<file path="config.mk">
export PLATFORM = sky130hd
export DESIGN_NAME = contador_param
export DESIGN_NICKNAME = d
export VERILOG_FILES = /design/src/rtl/contador_param.sv
export SDC_FILE = /design/constraint.sdc
export NUM_CORES = 1
export LEC_CHECK = 0
export ABC_AREA = 1
export CAP_MARGIN = 10
export CORE_MARGIN = 2
export CORE_UTILIZATION = 43
export DETAILED_ROUTE_END_ITERATION = 7
export PLACE_DENSITY = 0.75
export SYNTH_ARGS = -nofsm -noshare
export SYNTH_HDL_FRONTEND = slang
export SYNTH_SLANG_ARGS = --single-unit
</file>
<file path="constraint.sdc">
create_clock -name clk -period 1.4 [get_ports clk]
set_clock_uncertainty 0.2 [all_clocks]
set_input_delay 0.28 -clock clk [delete_from_list [all_inputs] [get_ports clk]]
set_output_delay 0.28 -clock clk [all_outputs]
set_load 0.05 [all_outputs]
</file>
<file path="src/rtl/contador_param.sv">
// Parametrised up/down counter with programmable modulus, wrap/saturate mode,
// clock-enable prescaler, synchronous parallel load and step/terminal strobes.
module contador_param #(
  parameter int          WIDTH    = 8,
  parameter int unsigned MAX_VAL  = 255,
  parameter int          SATURATE = 0,
  parameter int          PRESCALE = 1
) (
  input  logic             clk,
  input  logic             rst_n,
  input  logic             en,
  input  logic             up_dn,
  input  logic             load,
  input  logic [WIDTH-1:0] load_val,
  output logic [WIDTH-1:0] count,
  output logic             tick,
  output logic             tc,
  output logic             sat
);

  localparam int              PRE_W      = (PRESCALE > 1) ? $clog2(PRESCALE) : 1;
  localparam logic [WIDTH-1:0] MAX       = WIDTH'(MAX_VAL);
  localparam logic [PRE_W-1:0] PRE_LAST  = PRE_W'(PRESCALE - 1);
  localparam bit              FULL_RANGE = (longint'(MAX_VAL) == ((longint'(1) << WIDTH) - 1));

  logic [PRE_W-1:0] pre;
  logic [WIDTH-1:0] step_count;
  logic [WIDTH-1:0] load_clamped;
  logic             step;
  logic             terminal;

  assign step     = en && (pre == PRE_LAST);
  assign terminal = up_dn ? (count == MAX) : (count == '0);
  assign sat      = (SATURATE != 0) && terminal;

  // When MAX_VAL spans the whole word no load value can exceed it.
  if (FULL_RANGE) begin : g_no_clamp
    assign load_clamped = load_val;
  end else begin : g_clamp
    assign load_clamped = (load_val > MAX) ? MAX : load_val;
  end

  // NOTE: step_count gets a default before any branch so no path leaves it
  // unassigned, which would otherwise infer a latch.
  always_comb begin
    step_count = count;
    if (up_dn) begin
      if (count == MAX) step_count = (SATURATE != 0) ? count : '0;
      else              step_count = count + 1'b1;
    end else begin
      if (count == '0)  step_count = (SATURATE != 0) ? count : MAX;
      else              step_count = count - 1'b1;
    end
  end

  // NOTE: all state uses non-blocking assignments so every register samples
  // pre-edge values regardless of statement order.
  always_ff @(posedge clk) begin
    if (!rst_n) begin
      count <= '0;
      pre   <= '0;
      tick  <= 1'b0;
      tc    <= 1'b0;
    end else if (load) begin
      count <= load_clamped;
      pre   <= '0;
      tick  <= 1'b0;
      tc    <= 1'b0;
    end else begin
      tick <= step;
      tc   <= step && terminal;
      if (step) count <= step_count;
      if (en)   pre   <= step ? '0 : pre + 1'b1;
    end
  end

endmodule

</file>
==> run summary <==
Status -> complete, but fails checks
Failing checks -> DRC, setup timing
Clock root buffer -> clkbuf_4
Maximum vdd drop -> 0.831 mV
Area grow syn2layout -> 93.8%
Hold Violations, Final -> 0
MaxCap Viol Count -> 0
Drt wl/cell -> 18.8 um
CP dominant cell by count -> nand2_1
Hold Buf Count CTS -> 0
Worst Path Arrival -> 1710 ps
Synth Area per Inst -> 5.85 um2
Cell taking the most area after synthesis -> dfxtp_1
Initial drt markers -> 100
CP max FO -> 7
Finish-stage setup viols -> 14
Input/output buffers -> 22
Post-Syn Nets -> 172
Vias -> 1427
Post-route antenna net violation count -> 0
Async SR Flop Fraction -> 0
Synth area leaders -> dfxtp_1 (24%), nand2_1 (18%), nand3_1 (12%)
Cell count after synthesis -> 156
Final Power -> 1.35 mW
Drt via density -> 5.90
Pins over their slew limit -> 0
Chip Width -> 50.1 um
TritonCTS clock tree -> yes
First-pass GRT wire length -> 5610 um
Worst skew pair latency -> 270 ps
Fillers -> 74
IO Count -> 24
Clock Sink Count -> 11
RSZ-0062 raised after global routing -> true
Most common library cells after synthesis -> nand2_1 (44), nor2_1 (23), nand3_1 (21)
Share of layout cells above drive strength 1 -> 0.460
Achievable Freq -> 585 MHz
Tightest Hold Check Type -> in -> reg
Total CTS buffers -> 3
Largest net degree at the start of global routing -> 11
Total gr overflow -> 0
Vias in the first global route -> 1192
Post-layout util -> 0.892
Pre-CTS WS -> -465 ps
Post-synth EDFFs -> 0
First-pass DRT Iterations -> 7
Tcrit/Tclk final -> 1.22
Dominant synthesized flop cell -> dfxtp_1
Max clock buf depth -> 2
Leak -> 0.809 nW
Sequential fraction of the synthesis area -> 0.241
Seq cells post-synth -> 11
Drc violations -> 1
Routed WL -> 4540 um
CP Class -> reg -> reg
Post-Synthesis Cell Area -> 912 um2
Critical path endpoint category -> flop
Share of the synthesized area in the top cell type -> 0.241
Crit-path max cell delay -> 410 ps
Core Region -> 1980 um2
Clock transition at the registers of the reported paths -> 80 ps
Die Footprint -> 2510 um2
Area of the multi-input gates -> 748 um2
Final setup margin -> -309 ps
Crit-path cells -> nand3_1, inv_1, nand2_1, nand2_1, nand3_2, nand2_1, inv_1, nand2_1, nand2_1, a21oi_2
Crit start category -> flop
Starting Density -> 0.460
Most frequent cell after synthesis -> nand2_1
GRT Resource Usage Total -> 0.292
Tmin final -> 1710 ps
Post-DP HPWL -> 2500 um
Layout Nets -> 232
Worst EP required -> 1410 ps
FF/Latch Area -> 248 um2
Crit-path slowest cell -> dfxtp_4
RD Place Congestion -> 0.967
Num rows -> 16
Initial antenna violation count -> 0
Power per cell area -> 762 nW/um2
Distinct cells, synth -> 26
YS warnings -> 0
Ant. Diodes -> 0
Die Y -> 50.1 um
H-tree depth -> 1
## worst paths after layout
check / start / slack [ps] / depth (start not counted) / to
hold / removal: en / 50 / 2 / pre
setup reg to reg: count[2] / -310 / 10 / count[7]
hold reg to reg: pre / 290 / 2 / pre
setup / recovery: count[2] / -310 / 10 / count[7]
## layer usage
layer,global-route usage,part of all wire,vias up
met5,0,0,-
met4,0.0648,0.091,0
met3,0.0212,0.097,46
met2,0.509,0.46,129
met1,0.390,0.35,638
li1,-,-,614
## registers in the layout, summed over array words and instances (netlist names)
signal  count
count       8
pre         1
tc          1
tick        1
## cell families (layout without fill, tap and decap cells)
logic type	count (synthesis)	count (layout)	share of synthesized area
AO/OA/AOI/OAI	20	20	0.136
XOR/XNOR	2	2	0.0192
adder cells (fa/ha/maj)	3	3	0.0412
buffers and inverters	23	82	0.108
flip-flops	11	11	0.241
other	1	1	0.00411
AND/OR/NAND/NOR	96	96	0.450
## cell usage in the layout, fill, tap and decap left out, types with 6 or more instances in the layout
master           count
nand2_1             37
buf_4               28
nor2_1              19
nand3_1             16
inv_1               13
clkdlybuf4s50_1     11
buf_12              10
buf_6                8
nand2_2              7
dfxtp_4              7
o21ai_0              6
## metrics by stage
| stage | instances | hold slack [ps] | cell area (um2) | TNS [ps] |
|---|---|---|---|---|
| 2_1_floorplan | 156 | 157 | 981 | -677 |
| 3_3_place_gp | 234 | 227 | 1550 | -3020 |
| 6_report | 242 | 52.9 | 1770 | -2050 |
| 3_5_place_dp | 234 | 265 | 1550 | -3530 |
| 5_1_grt | 242 | 40.8 | 1770 | -2650 |
| 4_1_cts | 239 | 274 | 1670 | -977 |
## final cells by class
class                           count  area share
Clock buffer                        4      0.0149
Inverter                           20      0.0502
Multi-Input combinational cell    122       0.423
Tap cell                           27      0.0191
Timing Repair Buffer               58       0.352
Sequential cell                    11       0.140
## critical path, delay by kind of cell (launching register included)
| family | cells | cell delay (ps) |
|---|---|---|
| AOI/OAI and AO/OA | 1 | 130 |
| buffers and inverters | 2 | 200 |
| DFF | 1 | 410 |
| and+or+nand+nor | 7 | 690 |
## power breakdown
| group | internal (mW) | switching (mW) |
|---|---|---|
| sequential | 0.336 | 0.0511 |
| combinational | 0.335 | 0.394 |
| clock | 0.110 | 0.120 |
## repair_timing
action,CTS,global route
endpoints found under the setup margin,16,17
pin swaps,14,16
resized for setup,25,19
setup buffers,1,3
No activity file was read; power rests on OpenSTA's default activity.
